[config.mk]
export PLATFORM = sky130hd
export DESIGN_NAME = i2s_slave
export DESIGN_NICKNAME = d
export VERILOG_FILES = /design/src/rtl/i2s_slave.sv
export SDC_FILE = /design/constraint.sdc
export NUM_CORES = 1
export LEC_CHECK = 0
export CAP_MARGIN = 15
export CELL_PAD_IN_SITES_DETAIL_PLACEMENT = 1
export CELL_PAD_IN_SITES_GLOBAL_PLACEMENT = 2
export CORE_MARGIN = 2
export CORE_UTILIZATION = 37
export CTS_BUF_LIST = sky130_fd_sc_hd__clkbuf_2
export DETAILED_ROUTE_END_ITERATION = 8
export GPL_ROUTABILITY_DRIVEN = 1
export PLACE_DENSITY = 0.86
export SYNTH_ARGS = -nofsm -noshare
export SYNTH_HDL_FRONTEND = slang
export SYNTH_SLANG_ARGS = --single-unit
[constraint.sdc]
create_clock -name clk -period 2.6 [get_ports clk]
set_input_delay 0.78 -clock clk [delete_from_list [all_inputs] [get_ports clk]]
set_output_delay 0.78 -clock clk [all_outputs]
set_load 0.1 [all_outputs]
[src/rtl/i2s_slave.sv]
// Slave-mode I2S transceiver: sclk/lrck from an external master are
// oversampled in the clk domain; stereo words deserialized and serialized.
module i2s_slave #(
   parameter int DATA_BITS = 24,
   parameter int CNT_BITS  = 6
) (
   input  logic                 clk,
   input  logic                 rst,
   input  logic                 sclk_in,
   input  logic                 lrck_in,
   input  logic                 sdata_in,
   output logic                 sdata_out,
   input  logic [DATA_BITS-1:0] tx_data_l,
   input  logic [DATA_BITS-1:0] tx_data_r,
   output logic                 tx_ready,
   output logic [DATA_BITS-1:0] rx_data_l,
   output logic [DATA_BITS-1:0] rx_data_r,
   output logic                 rx_valid,
   output logic                 frame_err
);

   typedef enum logic {SYNC, RUN} state_t;

   localparam logic [CNT_BITS-1:0] DBITS = CNT_BITS'(DATA_BITS);
   localparam logic [CNT_BITS-1:0] LAST  = CNT_BITS'(DATA_BITS - 1);
   localparam logic [CNT_BITS-1:0] CMAX  = '1;

   state_t state, state_nx;

   logic [1:0] sclk_q, lrck_q, sdat_q;
   logic       sclk_d;
   logic       sclk_s, lrck_s, sdat_s;
   logic       rise, fall;
   logic       lr_edge, lr_fall, lr_rise;
   logic       cap, done, done_l, done_r, short_slot;
   logic       run, lrck_prev, l_ok;

   logic [CNT_BITS-1:0]  bit_cnt;
   logic [DATA_BITS-2:0] rx_shift;
   logic [DATA_BITS-1:0] word;
   logic [DATA_BITS-1:0] l_hold;
   logic [DATA_BITS-1:0] hold_r;
   logic [DATA_BITS-1:0] tx_shift;

   assign sclk_s = sclk_q[1];
   assign lrck_s = lrck_q[1];
   assign sdat_s = sdat_q[1];

   assign rise = sclk_s & ~sclk_d;
   assign fall = ~sclk_s & sclk_d;
   assign run  = (state == RUN);

   assign lr_edge = rise & (lrck_s != lrck_prev);
   assign lr_fall = lr_edge & ~lrck_s;
   assign lr_rise = lr_edge & lrck_s;

   // The edge rise still carries the last bit of a DATA_BITS-long slot
   assign cap    = rise & (bit_cnt < DBITS);
   assign done   = cap & (bit_cnt == LAST);
   assign done_l = done & ~lrck_prev & run;
   assign done_r = done & lrck_prev & run;
   assign word   = {rx_shift, sdat_s};

   assign short_slot = lr_edge & run & (bit_cnt < LAST);

   always_ff @(posedge clk or negedge rst) begin
      if (!rst) begin
         sclk_q <= '0;
         lrck_q <= '0;
         sdat_q <= '0;
         sclk_d <= 1'b0;
      end else begin
         sclk_q <= {sclk_q[0], sclk_in};
         lrck_q <= {lrck_q[0], lrck_in};
         sdat_q <= {sdat_q[0], sdata_in};
         sclk_d <= sclk_s;
      end
   end

   always_ff @(posedge clk or negedge rst) begin
      if (!rst) state <= SYNC;
      else      state <= state_nx;
   end

   always_comb begin
      state_nx = state;
      unique case (state)
         SYNC:    if (lr_fall) state_nx = RUN;
         RUN:     state_nx = RUN;
         default: state_nx = SYNC;
      endcase
   end

   always_ff @(posedge clk or negedge rst) begin
      if (!rst) begin
         bit_cnt   <= '0;
         lrck_prev <= 1'b0;
         rx_shift  <= '0;
      end else if (rise) begin
         if (cap) rx_shift <= word[DATA_BITS-2:0];
         if (lr_edge) begin
            bit_cnt   <= '0;
            lrck_prev <= lrck_s;
         end else if (bit_cnt != CMAX) begin
            bit_cnt <= bit_cnt + 1'b1;
         end
      end
   end

   // Left word is parked until its right partner completes the frame
   always_ff @(posedge clk or negedge rst) begin
      if (!rst) begin
         l_hold    <= '0;
         l_ok      <= 1'b0;
         rx_data_l <= '0;
         rx_data_r <= '0;
         rx_valid  <= 1'b0;
         frame_err <= 1'b0;
      end else begin
         rx_valid  <= 1'b0;
         frame_err <= short_slot;
         if (lr_fall) l_ok <= 1'b0;
         if (done_l) begin
            l_hold <= word;
            l_ok   <= 1'b1;
         end
         if (done_r && l_ok) begin
            rx_data_l <= l_hold;
            rx_data_r <= word;
            rx_valid  <= 1'b1;
            l_ok      <= 1'b0;
         end
      end
   end

   always_ff @(posedge clk or negedge rst) begin
      if (!rst) begin
         hold_r    <= '0;
         tx_shift  <= '0;
         tx_ready  <= 1'b0;
         sdata_out <= 1'b0;
      end else begin
         tx_ready <= 1'b0;
         if (lr_fall) begin
            hold_r   <= tx_data_r;
            tx_shift <= tx_data_l;
            tx_ready <= 1'b1;
         end else if (lr_rise && run) begin
            tx_shift <= hold_r;
         end else if (fall) begin
            sdata_out <= run ? tx_shift[DATA_BITS-1] : 1'b0;
            tx_shift  <= {tx_shift[DATA_BITS-2:0], 1'b0};
         end
      end
   end

endmodule

## Word-level counts from Yosys, hierarchy flattened

Index checks and enable logic that the tools add are counted.

- Add/subtract/negate cells: 1
- Multiply operators: 0
- Divide/modulo/power cells: 0
- $lt $le $gt $ge: 2
- Eq/ne operators: 3
- Shift operators: 0
- Multiplexer cells: 12
- Bitwise operators: 20
- Reductions and logical operators: 9

Operators with widths:

| cell | number |
|---|---|
| 2-to-1 mux 24 bit | 3 |
| bitwise AND 1 bit | 13 |
| < comparator 6 x 5 -> 1 bit, second input constant | 2 |
| 2-to-1 mux 6 bit | 2 |
| NOT 1 bit | 7 |
| adder 6 x 1 -> 6 bit, second input constant | 1 |
| == test 6 x 5 -> 1 bit, second input constant | 1 |
| 2-to-1 mux 1 bit | 6 |
| != test 6 bit, second input constant | 1 |
| AND reduction 2 bit | 3 |
| nonzero test 3 bit | 2 |
| AND reduction 3 bit | 1 |
| logical AND 1 bit | 2 |
| one-hot mux 1 bit (2 select lines) | 1 |
| nonzero test 2 bit | 1 |
| != test 1 bit | 1 |

- Register bits after elaboration: 163
- Latch bits: 0
- Memory bits (writable): 0
- ROM bits: 0
- Bits of input ports: 53
- Output and inout port bits: 52
- Logic and storage cells: 65
- Memories: 0

## Longest topological paths before layout

Gate-level depths: netlist (run 1).

- Word-level depth: 8
- Gate-level depth with buffers: 8
- Gate-level depth less buffers: 5

## Least setup slack after synthesis (run 1)

No wires, ideal clock.

- Path kind: register to register
- Start point: register bit_cnt[3]
- End point: register rx_data_r[1]
- Library setup time: 0.125 ns
- Arrival: 1.691 ns
- Required time: 2.475 ns
- Slack: 0.783 ns
- Cell stages (with the launch flop): 8
- Buffers on the path: 3
- Cell sequence: dfrtp_1 -> buf_2 -> and4bb_2 -> nand4_2 -> nor2_2 -> buf_6 -> buf_6 -> mux2_2

- Cells in the longest elaborated chain, start to end: 6

Ends and longest elaborated chain:

| element | RTL line | text |
|---|---|---|
| start: declaration | 38 | `logic [CNT_BITS-1:0] bit_cnt;` |
| start signal: assignment | 105 | `bit_cnt <= bit_cnt + 1'b1;` |
| < comparator 6 x 5 -> 1 bit | 58 | `assign cap = rise & (bit_cnt < DBITS);` |
| bitwise AND 1 bit | 58 |  |
| bitwise AND 1 bit * | 59 | `assign done = cap & (bit_cnt == LAST);` |
| bitwise AND 1 bit * (2 in series) | 61 | `assign done_r = done & lrck_prev & run;` |
| logical AND 1 bit * | 127 | `if (done_r && l_ok) begin` |
| end signal: assignment | 129 | `rx_data_r <= word;` |
| end: declaration | 17 | `output logic [DATA_BITS-1:0] rx_data_r,` |

Every way passes the cells marked *; elsewhere a longest branch is shown, timed or not.
A chain may end at the register's enable or synchronous reset.

## Worst setup path in the final report (run 1)

- Start point: register rx_data_l[11]
- End point: output rx_data_l[11]

RTL lines:

| element | RTL line | text |
|---|---|---|
| start: declaration | 16 | `output logic [DATA_BITS-1:0] rx_data_l,` |
| start signal: assignment | 128 | `rx_data_l <= l_hold;` |

No word-level cell between the ends.

==> results of run 1 <==
path summary, 6_finish.rpt:
| kind | slack [ns] | startpoint | endpoint | cells past startpoint |
|---|---|---|---|---|
| max | 0.37 | rx_data_l[11]$_DFFE_PN0P_ | rx_data_l[11] | 1 |
| min | 0.38 | sdat_q[0]$_DFF_PN0_ | sdat_q[1]$_DFF_PN0_ | 0 |
| max reg2reg | 0.47 | bit_cnt[0]$_DFFE_PN0P_ | rx_data_l[0]$_DFFE_PN0P_ | 6 |
| min reg2reg | 0.38 | sdat_q[0]$_DFF_PN0_ | sdat_q[1]$_DFF_PN0_ | 0 |
| max in group asynchronous | 1.24 | rst | l_hold[11]$_DFFE_PN0P_ | 3 |
| min in group asynchronous | 0.62 | rst | rx_shift[3]$_DFFE_PN0P_ | 2 |
worst reg2reg max path: stages (launching register included):
cell and delay [ns]:
dfrtp_1 0.44, ha_1 0.23, and2_1 0.24, nand4_2 0.19, nor2_4 0.36, buf_12 0.23
mux2_2 0.37
cells in the mapped netlist, drive strengths merged, types with 2 or more instances:
cell / count / area [µm²]
dfrtp: 163 / 4080
mux2: 95 / 1070
nand2: 83 / 319
or3: 47 / 294
o21ai: 27 / 135
a21oi: 26 / 130
a32o: 23 / 230
buf: 21 / 136
clkbuf: 16 / 61.3
nor2: 6 / 27.5
nand2b: 5 / 31.3
a31oi: 3 / 18.8
and2: 3 / 21.3
inv: 2 / 7.50
nand3: 2 / 10.0
sequential cells by signal (all words and copies together) (netlist names), 2 cells and up:
register	cells
rx_data_r	24
hold_r	24
tx_shift	24
sclk_q	2
rx_shift	23
lrck_q	2
bit_cnt	6
sdat_q	2
rx_data_l	24
l_hold	24
per-stage QoR:
stage	cell area [µm²]	hold WS [ns]	setup WS (ns)	utilization [%]	instances
after CTS	8160	0.363	0.196	45.6	885
after floorplan	6730	0.331	0.783	-	540
after global placement	7930	0.336	0.317	44.3	853
after detailed placement	7930	0.337	0.185	44.3	853
after global routing	8170	0.341	0.216	45.7	890
final	8170	0.384	0.370	45.7	890
timing repair:
| item | CTS | global route |
|---|---|---|
| hold endpoints to repair | 55 | 0 |
| hold buffers | 1 | 0 |
| gates resized for setup | 0 | 1 |
| setup endpoints to repair | 0 | 8 |
where the power goes:
| group | switching, mW | internal (mW) | leakage, nW | total (mW) |
|---|---|---|---|---|
| sequential | 0.287 | 2.93 | 2.16 | 3.21 |
| combinational | 0.431 | 0.466 | 1.69 | 0.897 |
| clock | 0.918 | 0.371 | 0.134 | 1.29 |
| total | 1.64 | 3.76 | 3.98 | 5.40 |
logic make-up (layout without fill, tap and decap cells):
| kind of cell | Yosys count | count (layout) |
|---|---|---|
| flip-flops | 163 | 163 |
| AND/OR/NAND/NOR | 155 | 155 |
| multiplexers | 96 | 96 |
| AO/OA/AOI/OAI | 84 | 84 |
| buffers and inverters | 39 | 155 |
| XOR/XNOR | 2 | 2 |
| adder cells (fa/ha/maj) | 1 | 1 |
| other | 0 | 5 |
cell type report:
type	count	area [µm²]
repair buffers	122	1110
well taps	229	287
clock inverters	12	123
clock buffers	19	95.1
flip-flops and latches	163	4080
fillers	1916	9730
diodes	5	12.5
inverters	2	7.51
multi-input cells	338	2460
layer usage:
metal	track usage, %	share of wire, %	vias up
li1	-	-	2120
met1	20.9	42	2363
met2	29.8	51	98
met3	6.73	6.6	14
met4	4.52	0.92	2
met5	0	0.082	-
==> impl_metrics.tcl, run 1 <==
set metrics [dict create \
    tightest_slew_ns 0.629 \
    slew_headroom_pct 58.0 \
    cts-root-buf "clkbuf_2" \
    synth_fa_ha_area_share_pct 0.186 \
    dieWidth_um 139 \
    vias 4597 \
    drt-initial-drc-count 175 \
    async_reset_ff_share_pct 100 \
    crit_buf_inv 1 \
    dieArea_um2 19300 \
    row_count 49 \
    clkSlewWorstSetupHoldPaths_ns 0.25 \
    hp-class "flip-flop to flip-flop" \
    pin_count 105 \
    nets 698 \
    power_mw 5.40 \
    grt_max_degree 61 \
    synth-edff-count 0 \
    final_common_cell "dfrtp_1" \
    synth-seq-cells 163 \
    synth_simple_gate_area_share_pct 11.6 \
    clk_latency_ns 0.70 \
    io_buffers 104 \
    worstPathArrival_ns 1.45 \
    die_h_um 139 \
    track_usage_pct 17.5 \
    drive_gt1_share_pct 31.1 \
    grt_pass1_vias 5092 \
    ant_nets 0 \
    gp_congestion 0.754 \
    post_cts_buffers 0 \
    ir_worst_vdd_v 0.000478 \
    fin_tns_setup_ns 0 \
    cts_made_buffers 17 \
    synth_area_per_cell_um2 12.5 \
    slew_viol_final 0 \
    slowest_stage "dfrtp_1" \
    antenna_found_initial 2 \
    routed_wl_mm 15.9 \
    cp_cell_sequence "buf_4" \
    cp.required_ns 1.82 \
    synth-xor-area-share_pct 0.260 \
    clock-skew-final_ns 0.0278 \
    finalCriticalPeriod_ns 2.23 \
    hpwl_mm 10.8 \
    synth_top_family_by_area "multiplexers" \
    synthToLayoutAreaGrowth_pct 21.5 \
    cts_buffer_depth 2 \
    critPathLaunchType "flip-flop" \
    max_cap_violations 0 \
    setup_violations 0 \
    coreArea_um2 17900 \
    hold_violations 0 \
    drt-wirelength-per-cell_um 17.9 \
    timing.critical_path.max_delay_family "flip-flops" \
    via_per_inst 5.17 \
    clock_sinks 163 \
    initial_core_util_pct 37.6 \
    crit_path_end_kind "output pin" \
    synth_compound_area_share_pct 8.24 \
    crit_type "flip-flop to output pin" \
    syn_inst 540 \
    leakage_nw 3.98 \
    grt_pass1_wl_mm 27.0 \
    rsz0062_at_grt "no" \
    run_status "complete, no violations" \
    syn-num-nets 594 \
    ys.warnings.count 0 \
    htreeDepth 4 \
    power_density_nw_per_um2 661 \
    drc_errors 0 \
    overflow 0 \
    critPathMaxStageDelay_ns 0.44 \
    syn_area_um2 6730 \
    dominantRegCellSynth "dfrtp_1" \
    tritoncts "done" \
    clock.fmax_mhz 448 \
    yosysSeqAreaShare_pct 60.6 \
    ys_types 42 \
    critical_path.max_fanout 2 \
    final_cell_mix "dfrtp_1 (163), mux2_2 (93), nand2_1 (82)" \
    finalCritPeriodShare_pct 85.8 \
    synthMuxAreaShare_pct 16.0 \
    dr.pass1.iters 4 \
]
Note: power is estimated with default switching activity, not from simulation.
==> inputs of run 2 (changes only) <==
--- a/config.mk
+++ b/config.mk
@@ -8,12 +8,12 @@
 export CAP_MARGIN = 15
 export CELL_PAD_IN_SITES_DETAIL_PLACEMENT = 1
 export CELL_PAD_IN_SITES_GLOBAL_PLACEMENT = 2
-export CORE_MARGIN = 2
-export CORE_UTILIZATION = 37
+export CORE_MARGIN = 10
+export CORE_UTILIZATION = 35
 export CTS_BUF_LIST = sky130_fd_sc_hd__clkbuf_2
 export DETAILED_ROUTE_END_ITERATION = 8
 export GPL_ROUTABILITY_DRIVEN = 1
-export PLACE_DENSITY = 0.86
+export PLACE_DENSITY = 0.82
 export SYNTH_ARGS = -nofsm -noshare
 export SYNTH_HDL_FRONTEND = slang
 export SYNTH_SLANG_ARGS = --single-unit
==> run 2 against run 1 <==
Highest routed layer is now met4. Worst hold slack lost 0.0034 ns. Critical endpoint is now rx_data_r[4]. Critical path depth did not move. Sequential share of layout area is 0.11 points higher. Via count is 0.91% lower. Clock skew up 0.0036 ns. Combinational power down 1%. Clock power down 3%. Count of clock-buffer cells in the layout is 2 lower.
==> impl_metrics.tcl, run 2 (synthesis gave the netlist of run 1 again) <==
set metrics [dict create \
    worstPathArrival_ns 1.48 \
    intPower_mw 3.67 \
    max_cap_violations 0 \
    critPathMaxStageDelay_ns 0.44 \
    cp.required_ns 1.82 \
    fin_tns_setup_ns 0 \
    vias 4555 \
    crit_path_end_kind "output pin" \
    timing.critical_path.max_delay_family "flip-flops" \
    final_cell_mix "dfrtp_1 (163), mux2_2 (93), nand2_1 (82)" \
    grt_pass1_wl_mm 26.6 \
    cts_buffer_depth 2 \
    cp_cell_sequence "buf_4" \
    run_status "complete, no violations" \
    clk_latency_ns 0.72 \
    nFillCells 2036 \
    via_per_inst 4.98 \
    holdWs_ns 0.380 \
    drt-wirelength-per-cell_um 17.8 \
    die_h_um 159 \
    hold_violations 0 \
    hpwl_mm 11.2 \
    final_common_cell "dfrtp_1" \
    gp_congestion 0.729 \
    n_antenna_cell 0 \
    drc_errors 0 \
    p_sw_mw 1.67 \
    grt_pass1_vias 5116 \
    clock_sinks 163 \
    cts_made_buffers 17 \
    switching_share_pct 31.3 \
    hp-class "flip-flop to flip-flop" \
    row_count 50 \
    clock-skew-final_ns 0.0314 \
    ant_nets 0 \
    pwr-share-clk_pct 23.4 \
    crit_type "flip-flop to output pin" \
    finalNonFillerCells 915 \
    pin_count 105 \
    critical_path.max_fanout 2 \
    slew_viol_final 0 \
    crit_buf_inv 1 \
    overflow 0 \
    rsz0062_at_grt "no" \
    drive_gt1_share_pct 30.7 \
    critPathLaunchType "flip-flop" \
    nets 696 \
    ir_worst_vdd_v 0.000286 \
    cts-root-buf "clkbuf_2" \
    post_cts_buffers 0 \
    track_usage_pct 13.4 \
    grt_max_degree 67 \
    dieWidth_um 159 \
    seq_power_share_pct 60.0 \
    io_buffers 104 \
    setup_violations 0 \
    finalCriticalPeriod_ns 2.26 \
    drt-initial-drc-count 162 \
    routed_wl_mm 16.3 \
    antenna_found_initial 1 \
    power_density_nw_per_um2 655 \
    coreArea_um2 18800 \
    dieArea_um2 25200 \
    slew_headroom_pct 58.6 \
    htreeDepth 4 \
    finalCritPeriodShare_pct 86.9 \
    tritoncts "done" \
    combPwrFrac_pct 16.6 \
    clkSlewWorstSetupHoldPaths_ns 0.26 \
    clock.fmax_mhz 443 \
    initial_core_util_pct 35.7 \
    leakage_nw 3.96 \
    placed_cells 882 \
    tightest_slew_ns 0.620 \
    slowest_stage "dfrtp_1" \
    dr.pass1.iters 4 \
    synthToLayoutAreaGrowth_pct 21.2 \
]
-- run 2: cell types whose count changed in the layout (fill, tap and decap cells not counted), moves of 2 or more --
cell and change:
inv_8 +2, diode_2 -5, clkinv_1 +2, clkbuf_2 -2
-- run 2: final cells by class --
| type | instances | area (µm²) | area share, % |
|---|---|---|---|
| clock buffers | 17 | 85.1 | 1.04 |
| clock inverters | 15 | 120 | 1.47 |
| inverters | 2 | 7.51 | 0.0921 |
| multi-input cells | 338 | 2450 | 30.1 |
| flip-flops and latches | 163 | 4080 | 50.0 |
| well taps | 260 | 325 | 3.99 |
| repair buffers | 120 | 1080 | 13.3 |
-- run 2: path summary, 6_finish.rpt --
path                                                from  slack (ns)  cells after the start                       end
worst max-delay path            rx_data_r[4]$_DFFE_PN0P_        0.34                      1              rx_data_r[4]
worst min register to register       sclk_q[0]$_DFF_PN0_        0.38                      0       sclk_q[1]$_DFF_PN0_
worst max register to register    bit_cnt[0]$_DFFE_PN0P_        0.52                      6     l_hold[3]$_DFFE_PN0P_
max in group asynchronous                            rst        1.53                      3  tx_shift[13]$_DFFE_PN0P_
worst min-delay path                 sclk_q[0]$_DFF_PN0_        0.38                      0       sclk_q[1]$_DFF_PN0_
min in group asynchronous                            rst        0.43                      2    hold_r[17]$_DFFE_PN0P_
-- run 2: power groups by stage --
stage | Clock, mW | Sequential (mW) | Combinational (mW)
global placement | 0 | 3.24 | 0.852
detailed placement | 0 | 3.26 | 0.900
finish | 1.25 | 3.20 | 0.887
CTS | 1.32 | 3.21 | 0.906
global route | 1.44 | 3.27 | 1.01
floorplan | 0 | 3.19 | 0.588
-- run 2: layer usage --
metal / up-vias / wire, µm / global-route usage [%]
met5: - / 0 / 0
met2: 100 / 8220 / 22.6
met3: 9 / 1060 / 4.94
met1: 2328 / 6910 / 15.8
li1: 2118 / - / -
met4: 0 / 138 / 3.57
-- run 2: stage by stage --
step	power [mW]	util, %	cell area (µm²)	setup slack, ns
detailed placement	4.16	42.2	7940	0.513
CTS	5.43	43.3	8150	0.248
global placement	4.09	42.2	7940	0.585
global route	5.71	43.3	8150	0.175
floorplan	3.78	-	6730	0.783
finish	5.34	43.3	8150	0.341
-- run 2: timing repair --
action	CTS	global route
endpoints found under the hold margin	18	0
gates resized for setup	0	0
hold buffers	1	0
==> RTL change, RTL diff (settings of run 1) <==
Set the parameter `CNT_BITS` to 3 (it was 6).
--- a/src/rtl/i2s_slave.sv
+++ b/src/rtl/i2s_slave.sv
@@ -2,7 +2,7 @@
 // oversampled in the clk domain; stereo words deserialized and serialized.
 module i2s_slave #(
    parameter int DATA_BITS = 24,
-   parameter int CNT_BITS  = 6
+   parameter int CNT_BITS  = 3
 ) (
    input  logic                 clk,
    input  logic                 rst,
Formal check against the unedited RTL: same outputs for any inputs over 10 cycles, from zero or initial values and one cycle with rst low; that may be too few to reach the edited logic, so the function may still have changed.
==> RTL change against run 1 <==
Cell area shrank 53%. Clock power shrank 57%. Routed wire length shrank 55%. Count of clock-buffer cells in the layout shrank 10. Sequential cell count shrank 102. Cell count shrank 47%. Synthesized area shrank 51%. Setup slack gained 0.24 ns. Total power shrank 47%.
==> RTL change: results (changes against run 1) <==
Placement
  • Cell Area, Placed: 3730 um^2 (-53%)
  • Hpwl dp: 4980 um (-54%)
  • Input/output buffers: 54 (-48%)
  • GPL Wtd Cong: 0.791 (+5.0%)

Synthesis
  • Top cells by count, synth: dfrtp_1, buf_4, or3_1
  • Synth Flop Type: dfrtp_1
  • Synth warnings: 0 (unchanged)
  • Register area share after synthesis: 46.1% (-15 points)
  • Top post-synthesis cells by area: dfrtp_1, buf_4, mux2_2
  • Post-synth cell types: 38 (-9.5%)

CTS
  • Worst-path clk slew: 0.18 ns (-0.07 ns)
  • Clk Latency, worst-skew pair: 0.49 ns (-0.21 ns)
  • CTS H-tree lvls: 3 (-1)
  • Bufs on Longest Clock Path: 2 (unchanged)
  • Setup bufs post-CTS: 0 (unchanged)
  • CTS buffer count: 9 (-8)
  • Post-CTS Resized: 0 (unchanged)

STA
  • Slew @ Worst Pin: 0.637 ns (+0.00814 ns)
  • Clock skew: 0.0228 ns (-0.00509 ns)

Setup path
  • Largest stage delay, worst path: 0.50 ns (+0.06 ns)
  • WP data arrival: 2.36 ns (+0.91 ns)
  • Crit-path max FO: 55 (+53)
  • Largest delay share family, worst path: simple AND/OR/NAND/NOR gates
  • Origin of the critical flop-to-flop path: lrck_q[1]$_DFF_PN0_
  • Crit path launch type: flip-flop

Power
  • Power density cells: 750 nW/um^2 (+14%)
  • Switching share of power: 38.0% (+7.7 points)
  • Leakage: 1.71 nW (-57%)
  • VDD IR max: 0.219 mV (-54%)

Global routing
  • Largest net degree at the start of global routing: 56 (-8.2%)
  • Initial antenna violation count: 0 (-2)
  • Total track usage: 15.4% (-2.1 points)
  • Global-route wire length before repair: 12000 um (-56%)

Drt
  • DR iter-0 viols: 90 (-49%)
  • WL/cell: 15.3 um (-15%)
  • Via count: 2399 (-48%)

Cells and area
  • Layout cell share with drive strength beyond 1: 14.6% (-17 points)
  • Biggest registers after layout: hold_r (24), tx_shift (24), bit_cnt (3)
  • Fill cell count: 999 (-48%)
  • Final Net Count: 414 (-41%)
  • N_diodes: 0 (-5)

Worst hold path
  • Worst Hold Class: in2async

Outcome
  • Status: completed
==> RTL change: changes by cell type after synthesis, moves of 5 or more <==
cell | run 1 | this run
clkbuf_1 | 15 | 7
a32o_1 | 23 | 17
buf_4 | 1 | 52
or3_1 | 47 | 34
nand2_1 | 82 | 6
mux2_2 | 93 | 21
o32a_1 | 0 | 5
dfrtp_1 | 163 | 61
buf_2 | 13 | 4
==> RTL change: routing by layer <==
layer	track usage [%]	part of all wire [%]	up-vias
met3	3.05	6.3	8
met4	6.32	1.4	0
met1	22.5	47	1180
li1	-	-	1119
met2	22.3	45	92
met5	0	0	-
==> RTL change: final timing paths <==
path / endpoint / slack (ns) / cells past startpoint
setup / recovery: tx_shift[7]$_DFFE_PN0P_ / 0.61 / 5
max in group asynchronous: hold_r[8]$_DFFE_PN0P_ / 1.81 / 2
setup reg to reg: tx_shift[7]$_DFFE_PN0P_ / 0.61 / 5
min in group clk: sclk_q[1]$_DFF_PN0_ / 0.38 / 0
hold reg to reg: sclk_q[1]$_DFF_PN0_ / 0.38 / 0
hold / removal: frame_err$_DFF_PN0_ / 0.23 / 1
==> RTL change: cells by family after synthesis <==
family	synth area share [%]
DFF	46.1
AOI/OAI and AO/OA	16.7
buffers and inverters	15.6
other	0.113
muxes	8.50
adders and majority gates	0.756
xor gates and xnor gates	0.265
and+or+nand+nor	12.0
==> RTL change: area by class of cell <==
cell class,instances,area share (%)
tap,108,3.53
inverter,2,0.196
clock inverter,7,1.47
multi-input combinational,223,37.8
timing repair buffer,62,16.0
clock buffer,9,1.18
sequential,61,39.8
==> RTL change: through the flow <==
step                      total power [mW]  utilization, %  worst slack [ns]  std cells
final                                 2.87            44.2             0.611        472
after floorplan                       2.17               -             0.923        356
after detailed placement              2.35            43.0             0.653        456
after CTS                             2.90            44.2             0.604        472
after global placement                2.31            43.0             0.676        456
after global routing                  3.06            44.2             0.504        472
==> RTL change: power groups by stage <==
stage | combinational [mW] | clock [mW] | sequential (mW)
after global placement | 0.962 | 0 | 1.35
after global routing | 1.06 | 0.627 | 1.37
after detailed placement | 0.986 | 0 | 1.36
final | 0.978 | 0.558 | 1.34
after floorplan | 0.808 | 0 | 1.36
after CTS | 0.987 | 0.570 | 1.34
